[config.mk]
export PLATFORM = sky130hd
export DESIGN_NAME = nibble_diff_scanner
export DESIGN_NICKNAME = d
export VERILOG_FILES = /design/src/rtl/nibble_diff_scanner.sv
export SDC_FILE = /design/constraint.sdc
export NUM_CORES = 1
export LEC_CHECK = 0
export ABC_AREA = 1
export CAP_MARGIN = 10
export CORE_ASPECT_RATIO = 2
export CORE_UTILIZATION = 50
export CTS_BUF_LIST = sky130_fd_sc_hd__clkbuf_4
export CTS_CLUSTER_SIZE = 40
export DETAILED_ROUTE_END_ITERATION = 8
export DONT_BUFFER_PORTS = 1
export HOLD_SLACK_MARGIN = 0.1
export SLEW_MARGIN = 10
export SYNTH_ARGS = -nofsm -noshare
export SYNTH_HDL_FRONTEND = slang
export SYNTH_SLANG_ARGS = --single-unit
[constraint.sdc]
create_clock -name clk -period 2.7 [get_ports clk]
set_input_delay 0.54 -clock clk [delete_from_list [all_inputs] [get_ports clk]]
set_output_delay 0.54 -clock clk [all_outputs]
set_load 0.03 [all_outputs]
[src/rtl/nibble_diff_scanner.sv]
// Sequential group-by-group comparator: scans two W-bit operands one G-bit group
// per clock, MSB group first. Optional early termination via `EARLY_EXIT_EN.
module nibble_diff_scanner #(
    parameter int W  = 16,
    parameter int G  = 4,
    parameter int CW = $clog2(W / G + 1),
    parameter int IW = $clog2(W / G)
) (
    input  logic          clk,
    input  logic          rst,
    input  logic          start,
    input  logic [W-1:0]  a,
    input  logic [W-1:0]  b,
    output logic          busy,
    output logic          done,
    output logic [W/G-1:0] eq_mask,
    output logic [CW-1:0] diff_cnt,
    output logic          any_diff,
    output logic [IW-1:0] first_diff
);

    localparam int N = W / G;

    typedef enum logic [1:0] {
        IDLE = 2'd0,
        SCAN = 2'd1,
        DONE = 2'd2
    } state_t;

    state_t         state_q, state_d;
    logic           busy_q, busy_d;
    logic           done_q, done_d;
    logic [W-1:0]   a_q, a_d;
    logic [W-1:0]   b_q, b_d;
    logic [IW-1:0]  idx_q, idx_d;
    logic [N-1:0]   eq_mask_q, eq_mask_d;
    logic [CW-1:0]  diff_cnt_q, diff_cnt_d;
    logic           any_diff_q, any_diff_d;
    logic [IW-1:0]  first_diff_q, first_diff_d;

    logic [G-1:0]   ga_s, gb_s;
    logic           grp_eq_s;
    logic           accept_s;
    logic           stop_s;

    assign accept_s = start & ((state_q == IDLE) | (state_q == DONE));

    // Shared group comparator: select group idx from the latched operands.
    always_comb begin
        ga_s = '0;
        gb_s = '0;
        for (int g = 0; g < N; g++) begin
            ga_s = (idx_q == IW'(g)) ? a_q[g*G +: G] : ga_s;
            gb_s = (idx_q == IW'(g)) ? b_q[g*G +: G] : gb_s;
        end
    end

    assign grp_eq_s = (ga_s == gb_s);

`ifdef EARLY_EXIT_EN
    assign stop_s = (idx_q == IW'(0)) | ~grp_eq_s;
`else
    assign stop_s = (idx_q == IW'(0));
`endif

    // State and all output registers.
    always_ff @(posedge clk) begin
        if (rst) begin
            state_q      <= IDLE;
            busy_q       <= 1'b0;
            done_q       <= 1'b0;
            a_q          <= '0;
            b_q          <= '0;
            idx_q        <= IW'(N - 1);
            eq_mask_q    <= '0;
            diff_cnt_q   <= '0;
            any_diff_q   <= 1'b0;
            first_diff_q <= '0;
        end else begin
            state_q      <= state_d;
            busy_q       <= busy_d;
            done_q       <= done_d;
            a_q          <= a_d;
            b_q          <= b_d;
            idx_q        <= idx_d;
            eq_mask_q    <= eq_mask_d;
            diff_cnt_q   <= diff_cnt_d;
            any_diff_q   <= any_diff_d;
            first_diff_q <= first_diff_d;
        end
    end

    // Next-state logic.
    always_comb begin
        state_d = IDLE;
        case (state_q)
            IDLE:    state_d = start ? SCAN : IDLE;
            SCAN:    state_d = stop_s ? DONE : SCAN;
            DONE:    state_d = start ? SCAN : IDLE;
            default: state_d = IDLE;
        endcase
    end

    // Handshake outputs, precomputed from the next state so they leave a flop.
    always_comb begin
        busy_d = 1'b0;
        done_d = 1'b0;
        case (state_d)
            SCAN:    busy_d = 1'b1;
            DONE:    done_d = 1'b1;
            default: begin
                busy_d = 1'b0;
                done_d = 1'b0;
            end
        endcase
    end

    // Operand capture and per-group result accumulation.
    always_comb begin
        a_d          = a_q;
        b_d          = b_q;
        idx_d        = idx_q;
        eq_mask_d    = eq_mask_q;
        diff_cnt_d   = diff_cnt_q;
        any_diff_d   = any_diff_q;
        first_diff_d = first_diff_q;
        if (accept_s) begin
            a_d          = a;
            b_d          = b;
            idx_d        = IW'(N - 1);
            eq_mask_d    = '0;
            diff_cnt_d   = '0;
            any_diff_d   = 1'b0;
            first_diff_d = '0;
        end else if (state_q == SCAN) begin
            eq_mask_d[idx_q] = grp_eq_s;
            diff_cnt_d       = grp_eq_s ? diff_cnt_q : diff_cnt_q + CW'(1);
            any_diff_d       = any_diff_q | ~grp_eq_s;
            first_diff_d     = (any_diff_q | grp_eq_s) ? first_diff_q : idx_q;
            idx_d            = stop_s ? idx_q : idx_q - IW'(1);
        end else begin
            idx_d = idx_q;
        end
    end

    assign busy       = busy_q;
    assign done       = done_q;
    assign eq_mask    = eq_mask_q;
    assign diff_cnt   = diff_cnt_q;
    assign any_diff   = any_diff_q;
    assign first_diff = first_diff_q;

endmodule
-- Yosys cells after proc, flatten, opt, wreduce, memory -nomap -nowiden
Index checks and enable logic that the tools add are counted.
- bitwise operators: 7
- equality and inequality tests: 8
- mux-type cells: 16
- magnitude comparators: 2
- $add $sub $neg: 2
- reductions and logical operators: 8
- operators by type and width (kind ; number):
    $mux W4 ; 8
    $eq A2 B2 Y1 const B ; 4
    $eq A2 B1 Y1 const B ; 3
    $reduce_and A2 Y1 ; 3
    $bwmux W4 ; 1
    $eq A4 B4 Y1 ; 1
    $logic_not A2 Y1 ; 2
    $mux W1 ; 4
    $pmux W2 S2 ; 1
    $reduce_or A2 Y1 ; 2
    $add A3 B1 Y3 const B ; 1
    $lt A2 B3 Y1 const B ; 1
    $not A1 Y1 ; 3
    $or A1 B1 Y1 ; 3
    $demux W1 S2 ; 1
    $ge A2 B1 Y1 const B ; 1
    $mux W2 ; 1
    $sub A2 B1 Y2 const B ; 1
    $and A1 B1 Y1 ; 1
    $logic_and A1 B1 Y1 ; 1
- word-level logic and storage cells: 53
- bits in registers: 48
- input bits: 35

-- Longest topological paths before layout
- depth in word-level cells: 9
- depth in mapped cells: 13
- depth with buffers taken out: 13

-- Worst setup path after synthesis
Ideal clock, no wire load.
- path kind: register to register
- start: register idx_q[0]
- end: register first_diff_q[0] (netlist: first_diff[0])
- slack: 1.272 ns
- arrival: 1.315 ns
- stages on the path, launching flop included: 13
- clock period less this slack: 1.428 ns
- cells stage by stage: dfxtp_1 inv_1 ha_1 o21ai_1 nor2_1 nor2_1 nand2_1 nand2_2 nand2_4 nand4_2 nand2_1 nand2_1 nor2_1
- longest elaborated chain between the ends: 9
- elaborated cells between the ends (all ways): 16
- ends and longest elaborated chain (what ; RTL line ; RTL):
    start: declaration ; 35 ; logic [IW-1:0] idx_q, idx_d;
    start signal: assignment ; 74 ; idx_q <= IW'(N - 1);
    start signal: assignment ; 85 ; idx_q <= idx_d;
    $logic_not A2 Y1 ; 53, 54 ;
    $mux W4, on equally long branches (4 in series) ; 53, 54 ;
    $eq A4 B4 Y1 ; 58 ; assign grp_eq_s = (ga_s == gb_s);
    $or A1 B1 Y1 ; 139 ; first_diff_d = (any_diff_q | grp_eq_s) ? first_diff_q : idx_q;
    $not A1 Y1 (no line) ; n/a ;
    $reduce_and A2 Y1 (no line) ; n/a ;
    end signal: assignment ; 89 ; first_diff_q <= first_diff_d;
    end: declaration ; 39 ; logic [IW-1:0] first_diff_q, first_diff_d;
Parallel ways exist; a longest one is shown, timed or not.
A chain may end at the register's enable or synchronous reset.

-- Final worst setup path
- start: register idx_q[0]
- end: register eq_mask_q[3] (netlist: eq_mask[3])
- longest elaborated chain between the ends: 7
- elaborated cells between the ends (all ways): 19
- ends and longest elaborated chain (what ; RTL line ; RTL):
    $logic_not A2 Y1 ; 53, 54 ;
    $mux W4, on equally long branches (4 in series) ; 53, 54 ;
    $eq A4 B4 Y1 ; 58 ;
    $bwmux W4 * ; 136 ; eq_mask_d[idx_q] = grp_eq_s;
    end signal: assignment ; 86 ; eq_mask_q <= eq_mask_d;
    end: declaration ; 36 ; logic [N-1:0] eq_mask_q, eq_mask_d;
Every way passes the cells marked *; elsewhere a longest branch is shown, timed or not.

==> metrics.md <==
| Metric | Value |
|---|---|
| Result of the run | completed |
| Row count | 32 |
| Number of distinct library cell variants in the gate-level netlist after synthesis | 23 |
| CORE AREA | 3880 µm² |
| Number of detailed-route iterations in the first pass | 4 |
| Clock slew seen by the registers of the worst setup and hold paths | 0.13 ns |
| Total die area | 4390 µm² |
| Leakage power total | 0.954 nW |
| Count of warnings emitted by yosys | 0 |
| Post-CTS repair timing setup buffer count | 0 |
| Clock Skew | 0.00883 ns |
| Critical-path cell list | inv_1 -> ha_1 -> o21ai_1 -> nor2_1 -> nor2_1 -> nand2_1 -> nand2_2 -> nand2_4 -> nand2_1 -> o21ai_1 -> inv_1 |
| Count of state elements after synthesis | 48 |
| Hold path startpoint | rst |
| Final Cycle Share | 62.1% |
| Sequential fraction of the synthesis area | 46.7% |
| CP arrival | 1.94 ns |
| Setup CP Type | register to register |
| Clock tree from TritonCTS | yes |
| Final count of negative-setup-slack endpoints | 0 |
| Register-to-register setup slack | 1.02 ns |
| Maximum net fanout on the critical path | 6 |
| Width of the die | 47.4 µm |
| Worst-skew pair later-pin latency | 0.35 ns |
| Avg Inst Size Synth | 7.28 µm² |
| Cell count of the worst reg-to-reg path | 11 |
| Highest clock frequency the design can meet | 596 MHz |
| GRT overflow | 0 |
| Post-layout instance area | 2150 µm² |
| Destination of the worst hold path | state_q[1] |
| Unrepaired setup endpoints after global routing | no |
| DR vias | 1633 |
| Final wirelength | 3620 µm |
| Net Count, Synth | 323 |
| Ports | 47 |
| Synthesized instance count | 283 |
| Via count of the first global-routing pass | 1553 |
| Residual DRC | 0 |
| Global-route wire length before repair | 6180 µm |
| Maximum VDD drop | 0.000415 V |
| Startpoint type of the worst setup path | register |
| Clock Path Buffers | 2 |
| Setup TNS after final layout | 0 ns |
| Die outline height | 92.8 µm |
| Endpoint of the worst register-to-register path | eq_mask[3] |
| Quantity of hold-fixing buffers added after cts | 0 |
| Area after detailed placement | 2100 µm² |
| Clock buffers created by TritonCTS | 5 |
| Number of port buffers | 0 |
| Worst hold path stage count | 1 |
| Worst slew margin | 53.4% |
| Slowest Stage Delay on Critical Path | 0.37 ns |
| Worst setup slack after layout | 1.02 ns |
| Req. time, crit path | 2.96 ns |
| GRT Util Overall | 19.2% |
| Number of nets in the layout | 322 |
| Layout cell share with drive strength beyond 1 | 7.45% |
| Number of clock sinks | 48 |
| Number of antenna cells inserted | 0 |
| Max-cap violation count | 0 |
| Antenna violations before repair | 0 |
| Layout Area Growth over Synthesis | 4.19% |
| Number of H-tree levels | 2 |
| Capturing element type of the critical path | register |
| Placement Setup Slack | 1.03 ns |
| Total count of hold-check failures in the final report | 0 |
| Starting DRC count in detailed routing | 16 |
| Initial Util | 53.0% |
| GP Congestion | 0.760 |
| Cell Area, Synth | 2060 µm² |
| Areal power density over the cells | 611 nW/µm² |
| Final Max Slew Viols | 0 |
| Hold/Removal Path Class | input port to register |
| Tightest Pin Transition | 0.699 ns |
| Pin count of the biggest net entering global routing | 51 |
| Slowest library cell on the worst path | dfxtp_1 |
| Post-route minimum period | 1.68 ns |
| Antenna Violating Nets Remaining | 0 |
| Post-DP HPWL | 2750 µm |
| Post-DR vias/cell | 4.90 |
| Root Buffer Master | clkbuf_4 |
| Resized Gates After CTS | 0 |
| Worst flop-to-flop path startpoint | idx_q[0] |
| Average detailed-routed wire length per instance | 10.9 µm |
-- routing by layer --
layer / global-route usage, % / wire [µm] / part of all wire [%]
met5: 0 / 0 / 0
met4: 7.86 / 78 / 2.2
met3: 4.87 / 136 / 3.8
met2: 34.9 / 2000 / 55
met1: 18.7 / 1410 / 39
-- worst max-delay path by stage --
stage                  start            end  depth (start not counted)  slack, ns
floorplan           idx_q[0]  first_diff[0]                         12       1.27
global placement    idx_q[0]     eq_mask[0]                         11       1.02
detailed placement  idx_q[0]     eq_mask[1]                         11       1.03
CTS                 idx_q[0]     eq_mask[3]                         11        1.0
global route        idx_q[0]     eq_mask[3]                         11       0.84
finish              idx_q[0]     eq_mask[3]                         11       1.02
-- state kept, by name (all words and copies together), names as in the netlist, 2 cells and up --
signal      cells
state_q         2
diff_cnt        3
b_q            16
a_q            16
first_diff      2
idx_q           2
eq_mask         4
-- per-stage QoR --
stage / hold WS, ns / util (%) / cells / power (mW)
4_1_cts: 0.217 / 55.3 / 333 / 1.33
6_report: 0.231 / 55.3 / 333 / 1.31
3_3_place_gp: 0.447 / 54.0 / 326 / 1.01
2_1_floorplan: 0.435 / - / 283 / 0.976
3_5_place_dp: 0.448 / 54.0 / 326 / 1.02
5_1_grt: 0.201 / 55.3 / 333 / 1.40
-- worst max-delay path, delay by kind of cell, from the launching register on --
| family | cells | cell delay, ns |
|---|---|---|
| buffers and inverters | 2 | 0.17 |
| adder cells (fa/ha/maj) | 1 | 0.30 |
| flip-flops | 1 | 0.37 |
| AO/OA/AOI/OAI | 2 | 0.26 |
| AND/OR/NAND/NOR | 6 | 0.47 |
-- layout by cell type, fill, tap and decap left out, drive strengths merged --
master,instances
a21oi,30
buf,1
clkbuf,6
clkinv,1
dfxtp,48
ha,5
inv,39
nand2,46
nand3,4
nand4,3
nor2,54
o21ai,39
or2,1
xnor2,3
xor2,2
-- Yosys cell counts --
| cell type | count | area (µm²) |
|---|---|---|
| nor2_1 | 51 | 191 |
| dfxtp_1 | 48 | 961 |
| nand2_1 | 44 | 165 |
| inv_1 | 34 | 128 |
| o21ai_0 | 32 | 160 |
| a21oi_1 | 29 | 145 |
| clkbuf_1 | 8 | 30.0 |
| o21ai_1 | 7 | 35.0 |
| ha_1 | 5 | 62.6 |
| inv_2 | 5 | 18.8 |
| nand3_1 | 3 | 15.0 |
| xnor2_1 | 3 | 26.3 |
| nand4_1 | 2 | 12.5 |
| nor2_2 | 2 | 12.5 |
| xor2_1 | 2 | 17.5 |
| a21oi_2 | 1 | 8.76 |
| buf_2 | 1 | 5.00 |
| nand2_2 | 1 | 6.26 |
| nand2_4 | 1 | 11.3 |
| nand3_4 | 1 | 17.5 |
| nand4_2 | 1 | 12.5 |
| nor2_4 | 1 | 11.3 |
| or2_0 | 1 | 6.26 |
-- where the power goes --
group          leakage, nW  total (mW)  internal, mW  switching (mW)
sequential           0.396       0.804         0.759          0.0447
clock               0.0315       0.318         0.106           0.211
combinational        0.527       0.190        0.0671           0.123
total                0.954        1.31         0.933           0.379
-- cell families (layout without fill, tap and decap cells) --
logic type / Yosys count / in the layout / synth area share, %
AO/OA/AOI/OAI: 69 / 69 / 16.9
adder cells (fa/ha/maj): 5 / 5 / 3.04
buffers and inverters: 48 / 47 / 8.81
XOR/XNOR: 5 / 5 / 2.13
flip-flops: 48 / 48 / 46.7
AND/OR/NAND/NOR: 108 / 108 / 22.4
-- area by class of cell --
type / count / area [µm²]
fill: 421 / 1740
sequential: 48 / 961
multi-input combinational: 187 / 917
inverter: 39 / 146
tap: 51 / 63.8
clock buffer: 6 / 45.0
timing repair buffer: 1 / 7.51
clock inverter: 1 / 5.00
(Power assumes the default switching activity.)
==> RTL edit 1: new RTL, config.mk and constraints unchanged <==
Encoding of `state_t`: now one-hot (3 bits for 3 states).
--- a/src/rtl/nibble_diff_scanner.sv
+++ b/src/rtl/nibble_diff_scanner.sv
@@ -21,10 +21,10 @@
 
     localparam int N = W / G;
 
-    typedef enum logic [1:0] {
-        IDLE = 2'd0,
-        SCAN = 2'd1,
-        DONE = 2'd2
+    typedef enum logic [2:0] {
+        IDLE = 3'b001,
+        SCAN = 3'b010,
+        DONE = 3'b100
     } state_t;
 
     state_t         state_q, state_d;
Function: same outputs for any inputs over 10 cycles, from zero or initial values and one cycle with rst high; not proved beyond that.
==> RTL edit 1 against the unedited design <==
  * Core utilization shrank 1.2 points
  * Final area grew 2.0%
  * Power shrank 1.9%
  * Wire length grew 9.0%
  * Final cell count grew 0.30%
  * Sequential cell count grew 1
  * Worst setup slack lost 22 ps
  * Clock skew shrank 5.1 ps
  * Synthesized area grew 2.3%
==> RTL edit 1: results <==
metrics = {
    "status": {
        "status": "completed",
    },
    "placement": {
        "routabilityCongestion": 0.767,
        "placed_cell_area_mm2": 0.00214,
        "post-dp-hpwl_um": 2970,
        "placement.io_buffers": 0,
        "dpl_worst_slack_ps": 990,
    },
    "critical_path": {
        "path_max_fanout": 6,
        "critPathArrivalTime_ps": 1990,
    },
    "finish": {
        "flops_and_latches": 49,
        "layout.non_clock_buffers": 2,
        "multi_input_gate_share_of_total_cell_area": 0.402,
        "bufAreaShareNonClock": 0.00686,
        "clock_tree_area_fraction": 0.0223,
        "nFillCells": 441,
        "drive_gt1_frac": 0.0638,
        "seq_area_um2": 981,
        "multi_input_cells": 171,
        "number_of_signal_net_inverters_in_the_final_layout": 53,
    },
    "logic_synthesis": {
        "synth.yosys.seq_area_share": 0.466,
        "synth_top_area_frac": 0.466,
        "number_of_nets_produced_by_synthesis": 324,
        "asyncSetResetFlopFracSynth": 0,
        "synth_cell_type_count": 25,
        "syn_area_mm2": 0.00211,
        "synth-warning-count": 0,
        "yosys-top-cells-count": "sky130_fd_sc_hd__inv_1, sky130_fd_sc_hd__dfxtp_1, sky130_fd_sc_hd__a21oi_1, sky130_fd_sc_hd__nand2_1, sky130_fd_sc_hd__o21ai_0",
        "synthTopCellsByArea": "sky130_fd_sc_hd__dfxtp_1, sky130_fd_sc_hd__a21oi_1, sky130_fd_sc_hd__inv_1, sky130_fd_sc_hd__o21ai_0, sky130_fd_sc_hd__nand2_1",
    },
    "clocking": {
        "clk_root_buffer_cell": "sky130_fd_sc_hd__clkbuf_4",
        "cts-root-to-sink-buffers": 2,
        "post_cts_setup_repair_buffer_count": 0,
        "clk_latency_ps": 350,
        "path_clk_slew_ps": 130,
        "htree_levels": 2,
    },
    "route": {
        "drt_iter0_markers": 12,
        "top_signal_layer_used": "met4",
        "met2_wirelength_um": 2120,
        "vias_per_cell": 4.96,
        "met3RoutedLength_um": 152,
        "avgRoutedWirePerCell_um": 11.8,
        "route.layer.met1.wl_um": 1520,
        "drtPass1Iterations": 4,
    },
    "global_route": {
        "via_count_of_the_first_global_routing_pass": 1527,
        "global_route.usage.met3": 0.0500,
        "antenna_found_initial": 0,
        "grtUsageMet1": 0.206,
        "grt_start_max_net_pins": 66,
        "globalRouteTotalUtil": 0.198,
        "grt_first_pass_wirelength_um": 6350,
        "grt_use_met2": 0.336,
    },
    "sta": {
        "tightestPinTransition_ps": 522,
        "clock-skew-final_ps": 3.72,
    },
    "power_and_ir_drop": {
        "p_leak_uw": 0.000962,
        "max-vdd-ir-drop_mv": 0.460,
    },
}
[RTL edit 1: logic make-up after synthesis]
logic type	synth area share
flops	0.466
buf+inv	0.117
fa+ha+maj	0.0297
simple gates	0.157
xor+xnor	0.0166
compound gates	0.214
[RTL edit 1: power by group]
group          leakage, uW  internal, uW  switching, uW
logic             0.000530          55.4            112
clock network    0.0000292           105            213
registers         0.000403           773           29.2
total             0.000962           934            354
[RTL edit 1: through the flow]
step	util	cells	hold slack, ps	total power (uW)
after floorplan	-	284	434	953
after global placement	0.529	327	445	988
after detailed placement	0.529	327	449	988
after CTS	0.541	334	224	1300
after global routing	0.541	334	197	1370
final	0.541	334	236	1290
[RTL edit 1: worst max-delay path, cell delays in order (launching register included)]
cell and delay, ps:
sky130_fd_sc_hd__dfxtp_1 440, sky130_fd_sc_hd__inv_1 90, sky130_fd_sc_hd__ha_1 270, sky130_fd_sc_hd__and3_2 210
sky130_fd_sc_hd__nor2_1 80, sky130_fd_sc_hd__nand2_1 50, sky130_fd_sc_hd__nand2_1 80, sky130_fd_sc_hd__nand2_2 80
sky130_fd_sc_hd__nand3_2 130, sky130_fd_sc_hd__nand2_1 60, sky130_fd_sc_hd__a21oi_1 140
[RTL edit 1: path summary, 6_finish.rpt]
check / from / end / slack [ps] / depth (start not counted)
setup / recovery: idx_q[0]$_SDFFE_PP1P_ / diff_cnt[1]$_SDFFE_PP0P_ / 1000 / 10
hold / removal: rst / busy$_SDFF_PP0_ / 240 / 1
setup reg to reg: idx_q[0]$_SDFFE_PP1P_ / diff_cnt[1]$_SDFFE_PP0P_ / 1000 / 10
hold reg to reg: a_q[11]$_SDFFE_PP0P_ / a_q[11]$_SDFFE_PP0P_ / 470 / 2
==> RTL edit 2: new RTL, same flow settings <==
Made on the original files. Set the parameter `W` to 32 (it was 16).
--- a/src/rtl/nibble_diff_scanner.sv
+++ b/src/rtl/nibble_diff_scanner.sv
@@ -1,7 +1,7 @@
 // Sequential group-by-group comparator: scans two W-bit operands one G-bit group
 // per clock, MSB group first. Optional early termination via `EARLY_EXIT_EN.
 module nibble_diff_scanner #(
-    parameter int W  = 16,
+    parameter int W  = 32,
     parameter int G  = 4,
     parameter int CW = $clog2(W / G + 1),
     parameter int IW = $clog2(W / G)
Ports: changed (5 resized); port bits go from 47 to 85. The function was not compared with the original's and may differ.
==> RTL edit 2 against the unedited design <==
  * Synthesized area increased by 100%
  * Worst setup slack worse by 720 ps
  * Count of clock-buffer cells in the layout is 4 higher
  * Die area up 97%
  * Non-clock buffer count up 7
  * Sequential power rose by 78%
  * Wire length grew to 2.7 times the old value
  * Final area grew 100%
  * Sequential cell count increased by 39
  * Power up 100%
  * Critical endpoint is now first_diff[0]$_SDFFE_PP0P_
==> RTL edit 2: results <==
metrics = {
    "finish": {
        "final_net_count": 674,
        "drive_gt1_frac": 0.0842,
        "nFillCells": 861,
    },
    "global_route": {
        "via_count_of_the_first_global_routing_pass": 3452,
        "globalRouteTotalUtil": 0.246,
        "grt_start_max_net_pins": 70,
        "grt_first_pass_wirelength_um": 16000,
        "antenna_found_initial": 1,
    },
    "logic_synthesis": {
        "synthTopCellsByArea": "sky130_fd_sc_hd__dfxtp_1, sky130_fd_sc_hd__nand2_1, sky130_fd_sc_hd__a21oi_1, sky130_fd_sc_hd__nor2_1, sky130_fd_sc_hd__inv_1",
        "asyncSetResetFlopFracSynth": 0,
        "synth_cell_type_count": 33,
        "yosys-top-cells-count": "sky130_fd_sc_hd__nand2_1, sky130_fd_sc_hd__dfxtp_1, sky130_fd_sc_hd__a21oi_1",
        "ys_dominant_reg_cell": "sky130_fd_sc_hd__dfxtp_1",
        "synth.yosys.seq_area_share": 0.420,
        "synth_area_per_cell_um2": 6.75,
    },
    "critical_path": {
        "critical_path.top_delay_family": "simple AND/OR/NAND/NOR gates",
        "timing.critical_path.slowest_stage_cell": "sky130_fd_sc_hd__dfxtp_2",
        "slowest_delay_ps": 410,
        "path_max_fanout": 10,
        "critPathArrivalTime_ps": 2750,
    },
    "placement": {
        "placedCellCount": 686,
        "routabilityCongestion": 0.839,
        "post-dp-hpwl_um": 7260,
    },
    "min_path": {
        "hp-class": "input port to flop",
    },
    "clocking": {
        "htree_levels": 3,
        "clk_latency_ps": 440,
        "num_cts_buffers": 9,
    },
    "route": {
        "drt_iter0_markers": 160,
        "avgRoutedWirePerCell_um": 14.1,
        "drt_wl_total_um": 9890,
        "vias_per_cell": 5.18,
    },
    "power_and_ir_drop": {
        "p_leak_uw": 0.00189,
        "max-vdd-ir-drop_mv": 0.351,
    },
    "status": {
        "status": "completed",
    },
    "sta": {
        "tightestPinTransition_ps": 850,
        "clock-skew-final_ps": 11.4,
    },
}
-- RTL edit 2: logic make-up after synthesis --
logic type	Yosys count	share of synthesized area
fa+ha+maj	6	0.0181
xor+xnor	3	0.00634
flops	87	0.420
simple gates	332	0.329
compound gates	105	0.136
buf+inv	81	0.0903
-- RTL edit 2: final cells by class --
class | count | area [um^2] | share of cell area
Antenna cell | 1 | 2.50 | 0.000581
Clock buffer | 10 | 75.1 | 0.0174
Clock inverter | 6 | 83.8 | 0.0195
Inverter | 49 | 189 | 0.0438
Multi-Input combinational cell | 446 | 2030 | 0.472
Sequential cell | 87 | 1750 | 0.405
Tap cell | 96 | 120 | 0.0279
Timing Repair Buffer | 8 | 60.1 | 0.0139
-- RTL edit 2: path summary, 6_finish.rpt --
check	start	endpoint	slack, ps	cells past startpoint
max reg2reg	idx_q[1]$_SDFFE_PP1P_	first_diff[0]$_SDFFE_PP0P_	300	19
max	idx_q[1]$_SDFFE_PP1P_	first_diff[0]$_SDFFE_PP0P_	300	19
min reg2reg	b_q[20]$_SDFFE_PP0P_	b_q[20]$_SDFFE_PP0P_	470	2
min	rst	b_q[31]$_SDFFE_PP0P_	160	1
-- RTL edit 2: metal layers --
metal / routed length (um) / vias to the layer above / track usage
met3: 319 / 15 / 0.0469
met1: 3890 / 1649 / 0.264
met5: 0 / - / 0
li1: - / 1905 / -
met4: 228 / 0 / 0.109
met2: 5440 / 76 / 0.453
-- RTL edit 2: per-stage QoR --
stage	total power, uW	cell area (um^2)	worst slack (ps)	hold slack (ps)	util
final	2650	4310	300	157	0.539
after global routing	2790	4310	9.62	103	0.539
after CTS	2680	4300	222	128	0.538
after detailed placement	1860	4140	241	453	0.518
after global placement	1860	4140	243	451	0.518
after floorplan	1800	4140	536	440	-
-- RTL edit 2: repair_timing --
item,in CTS,in global routing
hold buffers,0,0
gates resized for setup,0,4
setup endpoints to repair,0,15
-- RTL edit 2: report_power, final --
part           total [uW]  internal, uW  switching (uW)  leakage, uW
clock                 820           383             436    0.0000821
sequential           1430          1360            69.1     0.000711
combinational         404           133             270      0.00110
total                2650          1870             776      0.00189
